[src/rtl/axi_lite_bus_arbiter.sv]
// axi_lite_bus_arbiter
//   Shares one AXI-lite master port between two requesters: port 0 is
//   instruction fetch and port 1 is the load/store unit. Only one transaction
//   is in flight at a time. The block sequences AR/R for reads and AW/W/B for
//   writes, then returns read data or a write acknowledge to the granted port.
//
// Configuration macro:
//   ARB_ROUND_ROBIN_EN  defined   : on a tie, grant the port that was not granted
//                                   last (the last-grant flop resets to port 1)
//                       undefined : fixed priority, port 1 wins a tie
//
// Ports:
//   clk, reset              clock and synchronous active-high reset
//   req_valid/ready/write   per-port request handshake and direction (bit i = port i)
//   req_addr/wdata/wstrb    per-port request fields (port i at [i*32 +: 32] / [i*4 +: 4])
//   rsp_valid/rdata/err     one-cycle completion pulse, read data and error flag
//   aw*/w*/b*/ar*/r*        AXI-lite master channels
module axi_lite_bus_arbiter #(
  parameter logic [2:0] PROT_FETCH = 3'b100,
  parameter logic [2:0] PROT_DATA  = 3'b000
) (
  input  logic        clk,
  input  logic        reset,
  input  logic [1:0]  req_valid,
  output logic [1:0]  req_ready,
  input  logic [1:0]  req_write,
  input  logic [63:0] req_addr,
  input  logic [63:0] req_wdata,
  input  logic [7:0]  req_wstrb,
  output logic [1:0]  rsp_valid,
  output logic [31:0] rsp_rdata,
  output logic        rsp_err,
  output logic        awvalid,
  input  logic        awready,
  output logic [31:0] awaddress,
  output logic [2:0]  awprot,
  output logic        wvalid,
  input  logic        wready,
  output logic [31:0] wdata,
  output logic [3:0]  wstrb,
  input  logic        bvalid,
  output logic        bready,
  input  logic [1:0]  bresp,
  output logic        arvalid,
  input  logic        arready,
  output logic [31:0] araddress,
  output logic [2:0]  arprot,
  input  logic        rvalid,
  output logic        rready,
  input  logic [31:0] rdata,
  input  logic [1:0]  rresp
);

  typedef enum logic [2:0] {
    S_IDLE,
    S_AR,
    S_R,
    S_WR,
    S_B,
    S_RSP
  } state_t;

  state_t      state_q;
  logic        grant_q;
  logic        grant_d;
`ifdef ARB_ROUND_ROBIN_EN
  logic        last_q;
`endif

  logic        awvalid_q, wvalid_q, bready_q, arvalid_q, rready_q;
  logic [31:0] awaddress_q, wdata_q, araddress_q;
  logic [2:0]  awprot_q, arprot_q;
  logic [3:0]  wstrb_q;
  logic [1:0]  rsp_valid_q;
  logic [31:0] rsp_rdata_q;
  logic        rsp_err_q;

  logic        sel_write;
  logic [31:0] sel_addr, sel_wdata;
  logic [3:0]  sel_wstrb;
  logic [2:0]  sel_prot;
  logic        aw_done, w_done;

  // Winner among the currently valid requests.
  always_comb begin
    grant_d = 1'b0;
    case (req_valid)
      2'b01:   grant_d = 1'b0;
      2'b10:   grant_d = 1'b1;
`ifdef ARB_ROUND_ROBIN_EN
      2'b11:   grant_d = ~last_q;
`else
      2'b11:   grant_d = 1'b1;
`endif
      default: grant_d = 1'b0;
    endcase
  end

  always_comb begin
    sel_write = grant_d ? req_write[1]     : req_write[0];
    sel_addr  = grant_d ? req_addr[63:32]  : req_addr[31:0];
    sel_wdata = grant_d ? req_wdata[63:32] : req_wdata[31:0];
    sel_wstrb = grant_d ? req_wstrb[7:4]   : req_wstrb[3:0];
    sel_prot  = grant_d ? PROT_DATA        : PROT_FETCH;
  end

  // Accept pulse is combinational so the requester sees it in the same cycle.
  always_comb begin
    req_ready = '0;
    if (state_q == S_IDLE && (|req_valid)) begin
      req_ready[grant_d] = 1'b1;
    end
  end

  // AW and W complete independently; a channel is done once its valid has dropped
  // or it is handshaking in this cycle.
  assign aw_done = !awvalid_q || awready;
  assign w_done  = !wvalid_q  || wready;

  always_ff @(posedge clk) begin
    if (reset) begin
      state_q     <= S_IDLE;
      grant_q     <= 1'b0;
`ifdef ARB_ROUND_ROBIN_EN
      last_q      <= 1'b1;
`endif
      awvalid_q   <= 1'b0;
      wvalid_q    <= 1'b0;
      bready_q    <= 1'b0;
      arvalid_q   <= 1'b0;
      rready_q    <= 1'b0;
      awaddress_q <= '0;
      wdata_q     <= '0;
      araddress_q <= '0;
      awprot_q    <= '0;
      arprot_q    <= '0;
      wstrb_q     <= '0;
      rsp_valid_q <= '0;
      rsp_rdata_q <= '0;
      rsp_err_q   <= 1'b0;
    end else begin
      case (state_q)
        S_IDLE: begin
          if (|req_valid) begin
            grant_q <= grant_d;
`ifdef ARB_ROUND_ROBIN_EN
            last_q  <= grant_d;
`endif
            if (sel_write) begin
              awvalid_q   <= 1'b1;
              wvalid_q    <= 1'b1;
              awaddress_q <= sel_addr;
              awprot_q    <= sel_prot;
              wdata_q     <= sel_wdata;
              wstrb_q     <= sel_wstrb;
              state_q     <= S_WR;
            end else begin
              arvalid_q   <= 1'b1;
              araddress_q <= sel_addr;
              arprot_q    <= sel_prot;
              state_q     <= S_AR;
            end
          end
        end
        S_AR: begin
          if (arready) begin
            arvalid_q <= 1'b0;
            rready_q  <= 1'b1;
            state_q   <= S_R;
          end
        end
        S_R: begin
          if (rvalid) begin
            rready_q    <= 1'b0;
            rsp_valid_q <= grant_q ? 2'b10 : 2'b01;
            rsp_rdata_q <= rdata;
            rsp_err_q   <= |rresp;
            state_q     <= S_RSP;
          end
        end
        S_WR: begin
          if (awvalid_q && awready) awvalid_q <= 1'b0;
          if (wvalid_q && wready)   wvalid_q  <= 1'b0;
          if (aw_done && w_done) begin
            bready_q <= 1'b1;
            state_q  <= S_B;
          end
        end
        S_B: begin
          if (bvalid) begin
            bready_q    <= 1'b0;
            rsp_valid_q <= grant_q ? 2'b10 : 2'b01;
            rsp_rdata_q <= '0;
            rsp_err_q   <= |bresp;
            state_q     <= S_RSP;
          end
        end
        S_RSP: begin
          rsp_valid_q <= '0;
          rsp_rdata_q <= '0;
          rsp_err_q   <= 1'b0;
          state_q     <= S_IDLE;
        end
        default: state_q <= S_IDLE;
      endcase
    end
  end

  assign awvalid   = awvalid_q;
  assign awaddress = awaddress_q;
  assign awprot    = awprot_q;
  assign wvalid    = wvalid_q;
  assign wdata     = wdata_q;
  assign wstrb     = wstrb_q;
  assign bready    = bready_q;
  assign arvalid   = arvalid_q;
  assign araddress = araddress_q;
  assign arprot    = arprot_q;
  assign rready    = rready_q;
  assign rsp_valid = rsp_valid_q;
  assign rsp_rdata = rsp_rdata_q;
  assign rsp_err   = rsp_err_q;

endmodule

[config.mk]
export PLATFORM = sky130hd
export DESIGN_NAME = axi_lite_bus_arbiter
export DESIGN_NICKNAME = d
export VERILOG_FILES = /design/src/rtl/axi_lite_bus_arbiter.sv
export SDC_FILE = /design/constraint.sdc
export NUM_CORES = 1
export LEC_CHECK = 0
export BUFFER_PORTS_ARGS = -buffer_cell sky130_fd_sc_hd__buf_2
export CORE_UTILIZATION = 41
export DETAILED_ROUTE_END_ITERATION = 7
export PLACE_DENSITY = 0.76
export RECOVER_POWER = 100
export SLEW_MARGIN = 20
export SYNTH_ARGS = -nofsm -noshare
export SYNTH_HDL_FRONTEND = slang
export SYNTH_SLANG_ARGS = --single-unit
[constraint.sdc]
create_clock -name clk -period 1.7 [get_ports clk]
set_input_delay 0.17 -clock clk [delete_from_list [all_inputs] [get_ports clk]]
set_output_delay 0.17 -clock clk [all_outputs]
set_load 0.1 [all_outputs]
==> impl_metrics.yaml <==
status:
  status: "complete, but fails checks"
  violations: "setup timing"
clocking:
  cts_buffers: 17
  clkLatencyLatePin_ps: 420
  clk_pin_slew_worst_paths_ps: 60
  clock-sinks: 146
  cts_htree_levels: 4
  cts_tree: "built"
  cts_buffer_depth: 2
  cts_root_buf: "clkbuf_16"
floorplan:
  die-area_um2: 16200
  die_x_um: 127
  start_util_pct: 42.2
  coreArea_um2: 15300
  fp.dieH_um: 127
  ioPinCount: 331
  rows: 45
sta:
  period_share_pct: 101
  slew_violations: 0
  whs_ps: 56.2
  rsz0062_at_grt: "true"
  worst_slack_ps: -17.8
  min_period_ps: 1720
  fmax_mhz: 582
  finalSetupViolCount: 8
  fin_skew_ps: 9.45
  tightest_slew_ps: 567
  slew_headroom_pct: 62.5
  final_hold_viol_count: 0
worst_hold_path:
  hold_path_class: "primary input to flop"
routing:
  drtIter0Drc: 162
  drt_wl_total_mm: 19.3
  viasPerCell: 4.94
  drc_errors: 0
  wire_per_inst_um: 15.9
  ant_nets: 0
  first_pass_iters: 4
  dr_total_vias: 6006
final_layout:
  stdcell_count: 1217
  mostFrequentLayoutCell: "buf_2"
  final_cell_mix: "buf_2 (322), dfxtp_1 (143), nor2_1 (124)"
  n_antenna_cell: 0
  synthToLayoutAreaGrowth_pct: 53.1
  nets: 1178
  final_cell_area_um2: 9850
  drive_gt1_share_pct: 52.5
grt:
  antenna_found_initial: 0
  grt_pass1_wl_mm: 26.1
  grtUsageTotal_pct: 21.0
  grt_max_degree: 58
  grt.overflow.total: 0
  grt_pass1_vias: 5142
yosys:
  synth_top_area_share_pct: 45.4
  ys_seq_elements: 146
  ys_types: 34
  syn_inst: 644
  synthTopCellsByArea: "dfxtp_1 (45%), mux2i_1 (16%), a211oi_2 (11%)"
  synth_largest_area_cell: "dfxtp_1"
  yosysSeqAreaShare_pct: 45.4
  netlist_area_um2: 6440
  yosys_warnings: 0
  syn_area_per_cell_um2: 10.0
setup_path:
  cp_max_fo: 6
  endpoint_kind: "flop"
  cp.required_ps: 1980
  critPathLaunchType: "flop"
  critPathArrivalTime_ps: 2000
  worst-setup-path-type: "flop to flop"
placed_design:
  placed_area_um2: 8370
  post-place-ws_ps: -28.6
  hpwl_mm: 12.5
  portBuffers: 326
  dpl.cell_count: 1150
  globalplace.congestion: 0.823
pwr:
  power_density_nw_per_um2: 2170
  max-vdd-ir-drop_mv: 1.73
  finalPower_mw: 21.4
  p_leak_nw: 4.55
job:
  drv_cap: 0
## metal layers
metal	GRT usage, %	part of all wire (%)
met1	23.5	41
met2	37.8	52
met3	5.78	6.0
met4	7.98	1.6
met5	0	0
## logic make-up after synthesis
group                  share of synthesized area [%]
AOI/OAI and AO/OA                               18.8
buffers and inverters                           5.73
DFF                                             45.4
muxes                                           16.0
other                                         0.0583
and+or+nand+nor                                 14.0
## registers in the layout, summed over array words and instances, names as in the netlist
signal     count
awvalid        1
arvalid        1
rsp_rdata     32
awprot         1
rsp_err        1
grant_q        1
wdata         32
rready         1
wstrb          4
state_q        3
awaddress     32
rsp_valid      2
araddress     32
bready         1
wvalid         1
arprot         1
## repair_timing
item / in CTS / in global routing
pin swaps: 1 / 69
setup buffers: 0 / 17
hold buffers: 1 / 0
hold endpoints to repair: 1 / 0
resized for setup: 8 / 88
gates cloned: 1 / 18
setup endpoints to repair: 27 / 97
## final cells by class
| type | instances | area, um2 |
|---|---|---|
| timing repair buffer | 389 | 2610 |
| tap | 211 | 264 |
| multi-input combinational | 436 | 3400 |
| clock buffer | 19 | 453 |
| inverter | 5 | 18.8 |
| fill | 1258 | 5410 |
| clock inverter | 11 | 176 |
| sequential | 146 | 2930 |
## power by group
part / switching (mW) / internal, mW / leakage, nW
Combinational: 9.32 / 3.26 / 3.04
Clock: 1.48 / 2.53 / 0.306
Sequential: 0.495 / 4.33 / 1.20
Total: 11.3 / 10.1 / 4.55
## cells in the mapped netlist, drive strengths merged
cell type / count
clkbuf: 20
a41o: 1
and2: 32
nor2b: 4
mux2: 1
or3: 1
a311o: 1
buf: 40
o31ai: 2
nor2: 145
o211ai: 1
dfxtp: 146
nand4: 1
a2111oi: 1
a311oi: 1
o21ai: 7
nor3b: 1
nand2: 6
and3: 1
and4b: 1
inv: 5
a21boi: 1
conb: 1
a21oi: 10
mux2i: 102
a211oi: 101
o32ai: 1
nand2b: 5
nor3: 5
## worst max-delay path, stage by stage (launching register included)
cell       delay, ps
dfxtp_2          320
or3_4            420
nor3b_4          250
buf_6            160
buf_12           120
buf_8            110
clkbuf_16        140
a211oi_2          60
## path summary, 6_finish.rpt
check / start / endpoint / slack (ps) / depth (start not counted)
worst max-delay path: state_q[2] / awaddress[13] / -20 / 7
worst min-delay path: req_write[1] / arprot[2] / 60 / 3
worst max register to register: state_q[2] / awaddress[13] / -20 / 7
worst min register to register: awprot[2] / awprot[2] / 470 / 2
## per-stage QoR
| stage | setup TNS (ps) | utilization (%) |
|---|---|---|
| floorplan | -12.6 | - |
| global placement | 0 | 54.9 |
| detailed placement | -60.5 | 54.9 |
| CTS | -61.9 | 59.4 |
| global route | -2600 | 64.6 |
| finish | -81.1 | 64.6 |
Power figures use the tool's default switching activity.
